`src/rtl/j1_io_pkg.sv`:
```
// rtl/j1_io_pkg.sv - shared types and address helpers for the J1 I/O arbiter
package j1_io_pkg;

  typedef enum logic [1:0] {
    IDLE  = 2'd0,
    ISSUE = 2'd1,
    ACK   = 2'd2
  } io_arb_state_t;

  // Anything outside the bottom quarter of the address map is I/O space.
  function automatic logic io_space(input logic [15:0] addr);
    return addr[15:14] != 2'b00;
  endfunction

  // Extract the slot field; returned right-aligned in a 16-bit word.
  function automatic logic [15:0] slot_of(input logic [15:0] addr,
                                          input int lsb,
                                          input int bits);
    return (addr >> lsb) & 16'((1 << bits) - 1);
  endfunction

endpackage

```
`src/rtl/j1_io_slot_decoder.sv`:
```
// rtl/j1_io_slot_decoder.sv - address to one-hot slot select and read-data slice
module j1_io_slot_decoder
  import j1_io_pkg::*;
#(
  parameter int SLOT_BITS = 3,
  parameter int SLOT_LSB  = 4,
  localparam int N_SLOTS  = 2**SLOT_BITS
) (
  input  logic [15:0]           addr,
  input  logic [16*N_SLOTS-1:0] slot_rdata,
  output logic [N_SLOTS-1:0]    cs,
  output logic [15:0]           rdata
);

  logic [15:0] slot;

  assign slot = slot_of(addr, SLOT_LSB, SLOT_BITS);

  // One-hot decode of the slot field and matching 16-bit read slice.
  always_comb begin
    cs    = '0;
    rdata = '0;
    for (int k = 0; k < N_SLOTS; k++) begin
      if (slot[SLOT_BITS-1:0] == SLOT_BITS'(k)) begin
        cs[k] = 1'b1;
        rdata = slot_rdata[16*k +: 16];
      end
    end
  end

  logic unused_slot_hi;
  assign unused_slot_hi = ^slot;

endmodule

```
`src/rtl/j1_io_arbiter.sv`:
```
// rtl/j1_io_arbiter.sv - shares the J1 I/O port with a host master, CPU first
module j1_io_arbiter
  import j1_io_pkg::*;
#(
  parameter int SLOT_BITS = 3,
  parameter int SLOT_LSB  = 4,
  parameter int MAX_WAIT  = 255,
  localparam int N_SLOTS  = 2**SLOT_BITS
) (
  input  logic                   sys_clk_i,
  input  logic                   sys_rst_i,
  input  logic                   cpu_rd,
  input  logic                   cpu_wr,
  input  logic [15:0]            cpu_addr,
  input  logic [15:0]            cpu_dout,
  output logic [15:0]            cpu_din,
  input  logic                   host_req,
  input  logic                   host_we,
  input  logic [15:0]            host_addr,
  input  logic [15:0]            host_wdata,
  output logic                   host_ack,
  output logic                   host_err,
  output logic [15:0]            host_rdata,
  output logic [N_SLOTS-1:0]     per_cs,
  output logic                   per_rd,
  output logic                   per_wr,
  output logic [15:0]            per_addr,
  output logic [15:0]            per_wdata,
  input  logic [16*N_SLOTS-1:0]  per_rdata
);

  localparam int WAIT_W = $clog2(MAX_WAIT + 1);

  io_arb_state_t     state_q, state_d;
  logic              we_q, we_d;
  logic [15:0]       addr_q, addr_d;
  logic [15:0]       wdata_q, wdata_d;
  logic              err_q, err_d;
  logic [WAIT_W-1:0] wait_q, wait_d, wait_inc;
  logic [15:0]       rdata_q, rdata_d;

  logic              cpu_io;
  logic              host_issue;
  logic [N_SLOTS-1:0] cpu_cs, host_cs;
  logic [15:0]       cpu_slice, host_slice;

  // cpu_rd is already I/O-qualified; cpu_wr also fires for RAM stores.
  assign cpu_io     = cpu_rd | (cpu_wr & io_space(cpu_addr));
  assign host_issue = (state_q == ISSUE) && !cpu_io;
  assign wait_inc   = wait_q + WAIT_W'(1);

  j1_io_slot_decoder #(.SLOT_BITS(SLOT_BITS), .SLOT_LSB(SLOT_LSB)) u_cpu_dec (
    .addr       (cpu_addr),
    .slot_rdata (per_rdata),
    .cs         (cpu_cs),
    .rdata      (cpu_slice)
  );

  j1_io_slot_decoder #(.SLOT_BITS(SLOT_BITS), .SLOT_LSB(SLOT_LSB)) u_host_dec (
    .addr       (addr_q),
    .slot_rdata (per_rdata),
    .cs         (host_cs),
    .rdata      (host_slice)
  );

  // State and host-transaction registers; reset drops any pending access.
  always_ff @(posedge sys_clk_i or posedge sys_rst_i) begin
    if (sys_rst_i) begin
      state_q <= IDLE;
      we_q    <= 1'b0;
      addr_q  <= '0;
      wdata_q <= '0;
      err_q   <= 1'b0;
      wait_q  <= '0;
      rdata_q <= '0;
    end else begin
      state_q <= state_d;
      we_q    <= we_d;
      addr_q  <= addr_d;
      wdata_q <= wdata_d;
      err_q   <= err_d;
      wait_q  <= wait_d;
      rdata_q <= rdata_d;
    end
  end

  // Next-state: latch request, wait for a CPU-free cycle or time out, then ack.
  always_comb begin
    state_d = state_q;
    we_d    = we_q;
    addr_d  = addr_q;
    wdata_d = wdata_q;
    err_d   = err_q;
    wait_d  = wait_q;
    rdata_d = rdata_q;
    case (state_q)
      IDLE: begin
        if (host_req) begin
          we_d    = host_we;
          addr_d  = host_addr;
          wdata_d = host_wdata;
          wait_d  = '0;
          err_d   = !io_space(host_addr);
          state_d = io_space(host_addr) ? ISSUE : ACK;
        end
      end
      ISSUE: begin
        if (!cpu_io) begin
          if (!we_q) rdata_d = host_slice;
          err_d   = 1'b0;
          state_d = ACK;
        end else begin
          // Timeout fires on the MAX_WAIT-th blocked cycle; ack follows.
          wait_d = wait_inc;
          if (wait_inc == WAIT_W'(MAX_WAIT)) begin
            err_d   = 1'b1;
            state_d = ACK;
          end
        end
      end
      ACK:     state_d = IDLE;
      default: state_d = IDLE;
    endcase
  end

  // Peripheral bus mux: CPU access first, then a pending host access, else idle.
  always_comb begin
    per_cs    = '0;
    per_rd    = 1'b0;
    per_wr    = 1'b0;
    per_addr  = '0;
    per_wdata = '0;
    if (cpu_io) begin
      per_cs    = cpu_cs;
      per_rd    = cpu_rd;
      per_wr    = cpu_wr & io_space(cpu_addr);
      per_addr  = cpu_addr;
      per_wdata = cpu_dout;
    end else if (host_issue) begin
      per_cs    = host_cs;
      per_rd    = !we_q;
      per_wr    = we_q;
      per_addr  = addr_q;
      per_wdata = wdata_q;
    end
  end

  assign cpu_din    = cpu_rd ? cpu_slice : '0;
  assign host_ack   = (state_q == ACK);
  assign host_err   = host_ack & err_q;
  assign host_rdata = rdata_q;

endmodule

```
`config.mk`:
```
export PLATFORM = sky130hd
export DESIGN_NAME = j1_io_arbiter
export DESIGN_NICKNAME = d
export VERILOG_FILES = /design/src/rtl/j1_io_pkg.sv /design/src/rtl/j1_io_slot_decoder.sv /design/src/rtl/j1_io_arbiter.sv
export SDC_FILE = /design/constraint.sdc
export NUM_CORES = 1
export LEC_CHECK = 0
export BUFFER_PORTS_ARGS = -buffer_cell sky130_fd_sc_hd__clkbuf_2
export CAP_MARGIN = 20
export CORE_ASPECT_RATIO = 0.75
export CORE_MARGIN = 4
export CORE_UTILIZATION = 42
export CTS_CLUSTER_DIAMETER = 50
export CTS_CLUSTER_SIZE = 14
export DETAILED_ROUTE_END_ITERATION = 12
export GPL_ROUTABILITY_DRIVEN = 0
export GPL_TIMING_DRIVEN = 0
export PLACE_DENSITY = 0.74
export SKIP_CTS_REPAIR_TIMING = 1
export SLEW_MARGIN = 15
export SYNTH_ARGS = -nofsm -noshare
export SYNTH_HDL_FRONTEND = slang
export SYNTH_HIERARCHICAL = 1
export SYNTH_SLANG_ARGS = --single-unit
export TNS_END_PERCENT = 10
```
`constraint.sdc`:
```
create_clock -name sys_clk_i -period 5.4 [get_ports sys_clk_i]
set_input_delay 0 -clock sys_clk_i [delete_from_list [all_inputs] [get_ports sys_clk_i]]
set_output_delay 0 -clock sys_clk_i [all_outputs]
set_load 0.1 [all_outputs]
```
==> summary.md <==
| Metric | Value |
|---|---|
| Status | complete, no violations |
| Met1 Usage GRT | 39.46% |
| Area after DPL | 0.007376 sq mm |
| Clock sink count | 60 |
| WP data arrival | 2430 ps |
| Post-synth top cells | nand2_1, a21oi_1, dfrtp_1, mux2i_1, a22o_1 |
| Final Cycle Share | 44.99% |
| CP peak stage delay | 490 ps |
| Primary FF master, synth | dfrtp_1 |
| Clock power frac | 15.1% |
| Switch share | 54.43% |
| Fin nets | 1,221 |
| Critical Path Source Type | register |
| Largest net degree at the start of global routing | 54 |
| Die height | 109.5 microns |
| Vias in the first global route | 6,569 |
| DRC viols | 0 |
| Pleak | 4.017 nW |
| Vias | 7,098 |
| Grt met3 use | 9.435% |
| Fin crit period | 2430 ps |
| Root buf cell | clkbuf_16 |
| Top fanout value on the critical path | 10 |
| Share of layout cells above drive strength 1 | 40.35% |
| Worst min-delay path class | input port to async pin |
| Vias per cell | 5.930 |
| Die area | 0.01569 sq mm |
| Post-synth EDFFs | 0 |
| Pre-CTS WS | 3217 ps |
| Initial antenna violation count | 0 |
| Area delta synth->final | 39.54% |
| Syn avg cell area | 8.225 sq um |
| Footprint of the multi-input gates | 0.003861 sq mm |
| Final instance area | 0.008045 sq mm |
| Buf+Inv Stages, Crit Path | 2 |
| MaxCap Viol Count | 0 |
| Post-Syn Instances | 701 |
| Synth unique cells | 44 |
| Ant diodes | 0 |
| PnR Total Power | 4.070 mW |
| Worst rel slew slack | 51.71% |
| Final Setup Violations | 0 |
| WL final | 24.64 mm |
| Post-DP HPWL | 18.67 mm |
| H-tree Lvls | 3 |
| Global Route Usage Sum | 29.16% |
| CP endpoint kind | primary output |
| Unrepaired setup endpoints after global routing | false |
| Top delay family on crit path | buffers and inverters |
| VDD IR max | 0.0003410 V |
| Comb pwr share | 65.4% |
| PwrDens | 505.9 mW/mm^2 |
| Synth Warn # | 6 |
| Num CTS Buffers | 9 |
| Final hold slack | 146.0 ps |
| Clock slew at reported path FFs | 60 ps |
| Clk buf depth | 2 |
| Fmax | 411.6 MHz |
| Worst EP required | 5400 ps |
| Ys async rst share | 100.0% |
| FILL cells | 1,187 |
| Synth Cell Area | 0.005766 sq mm |
| I/O Pins | 274 |
| Total grt overflow | 0 |
| Sum of negative setup slack | 0 ps |
| Slowest CP cell | clkbuf_2 |
| Syn nets | 901 |
| DRT iter0 DRCs | 627 |
| Post-synth top area share | 26.04% |
| Std-Cell Rows | 36 |
| Core area | 0.01320 sq mm |
| Routed wire per std cell | 20.59 microns |
| Yosys top cell by area | dfrtp_1 |
| Register area | 0.001501 sq mm |
| Met2 GRT Util | 44.44% |
| Initial Util | 43.69% |
| Crit Path Class | register to primary output |
| Worst-Margin Slew | 724.3 ps |
| Wire length of the first global-routing pass | 35.69 mm |
| Synth top area cells | dfrtp_1, nand2_1, mux2i_1 |
| Sequential share of power | 19.5% |
| FF+latch count, synth | 60 |
| Most frequent cell after synthesis | nand2_1 |
| Part of the Yosys area used for sequential elements | 26.04% |
| Gr busiest metal | met2 |
| PortBufs | 273 |
| Crit-path cells | nand2b_1 > nor2_1 > buf_2 > a22o_1 > clkbuf_2 |
| Setup ws final | 2971 ps |
| First-pass DRT Iterations | 6 |
| DIE WIDTH | 143.3 microns |
| Int Power | 1.855 mW |
| Sw Pwr | 2.215 mW |
| Final Max Tran Viols | 0 |
| Final Hold Fails | 0 |
| Clk_lat worst skew | 320 ps |
| TritonCTS clock tree | done |
| Clk_skew | 6.625 ps |
| Antenna Nets Post-Route | 0 |
sequential cells by signal (all words and copies together) (netlist names):
signal,count
err_q,1
we_q,1
addr_q,16
state_q,2
host_rdata,16
wait_q,8
wdata_q,16
worst reg2reg max path, cell delays in order (launching register included):
cell	delay, ps
dfrtp_1	410
buf_2	220
buf_2	260
buf_2	380
mux2i_1	350
nand2_1	100
o31a_1	130
mux2_2	260
logic make-up (layout without fill, tap and decap cells):
| logic type | after synthesis | after routing | share of synthesized area, % |
|---|---|---|---|
| flops | 60 | 60 | 26.04 |
| mux | 82 | 82 | 15.49 |
| simple gates | 265 | 265 | 21.72 |
| fa+ha+maj | 2 | 2 | 0.4340 |
| compound gates | 218 | 218 | 29.17 |
| buf+inv | 73 | 398 | 6.988 |
| xor+xnor | 1 | 1 | 0.1519 |
final cells by class:
cell class	instances	area share (%)
buffer	70	4.868
clock buffer	12	3.064
clock inverter	4	0.9020
inverter	3	0.1711
multi-input combinational	568	47.99
sequential	60	18.66
tap	171	2.659
timing repair buffer	309	21.68
cells in the final DEF (no fill, tap or decap), drive strengths merged, types with 24 or more instances in the layout:
cell,count
nand2,166
or2,31
dlygate4sd3,35
a21oi,66
buf,49
mux2i,60
a22o,40
o31a,30
a221oi,30
dfrtp,60
clkbuf,307
a22oi,30
and2,24
final timing paths:
path	depth (start not counted)	start	slack, ps	to
worst max-delay path	5	state_q[1]$_DFFE_PP0P_	2970	per_cs[6]
worst min-delay path	3	sys_rst_i	150	wdata_q[13]$_DFFE_PP0P_
worst max register to register	7	addr_q[4]$_DFFE_PP0P_	3160	host_rdata[14]$_DFFE_PP0P_
worst min register to register	2	addr_q[13]$_DFFE_PP0P_	470	addr_q[13]$_DFFE_PP0P_
max in group asynchronous	4	sys_rst_i	4760	host_rdata[13]$_DFFE_PP0P_
min in group sys_clk_i	5	per_rdata[100]	190	host_rdata[4]$_DFFE_PP0P_
metrics by stage:
stage / cells / utilization (%)
2_1_floorplan: 701 / -
3_3_place_gp: 1145 / 55.66
3_5_place_dp: 1146 / 55.89
4_1_cts: 1162 / 58.30
5_1_grt: 1197 / 60.96
6_report: 1197 / 60.96
metal layers:
layer	up-vias	wire length [microns]
met3	93	2956
met5	-	0
li1	3188	-
met1	3313	10050
met4	0	825
met2	504	10820
power by group through the flow:
stage | combinational [mW] | sequential, mW | clock, mW
floorplan | 1.57 | 1.20 | 0
global placement | 2.54 | 0.787 | 0
detailed placement | 2.58 | 0.792 | 0
CTS | 2.59 | 0.787 | 0.623
global route | 2.81 | 0.817 | 0.643
finish | 2.66 | 0.793 | 0.615
No activity file was read; power rests on OpenSTA's default activity.
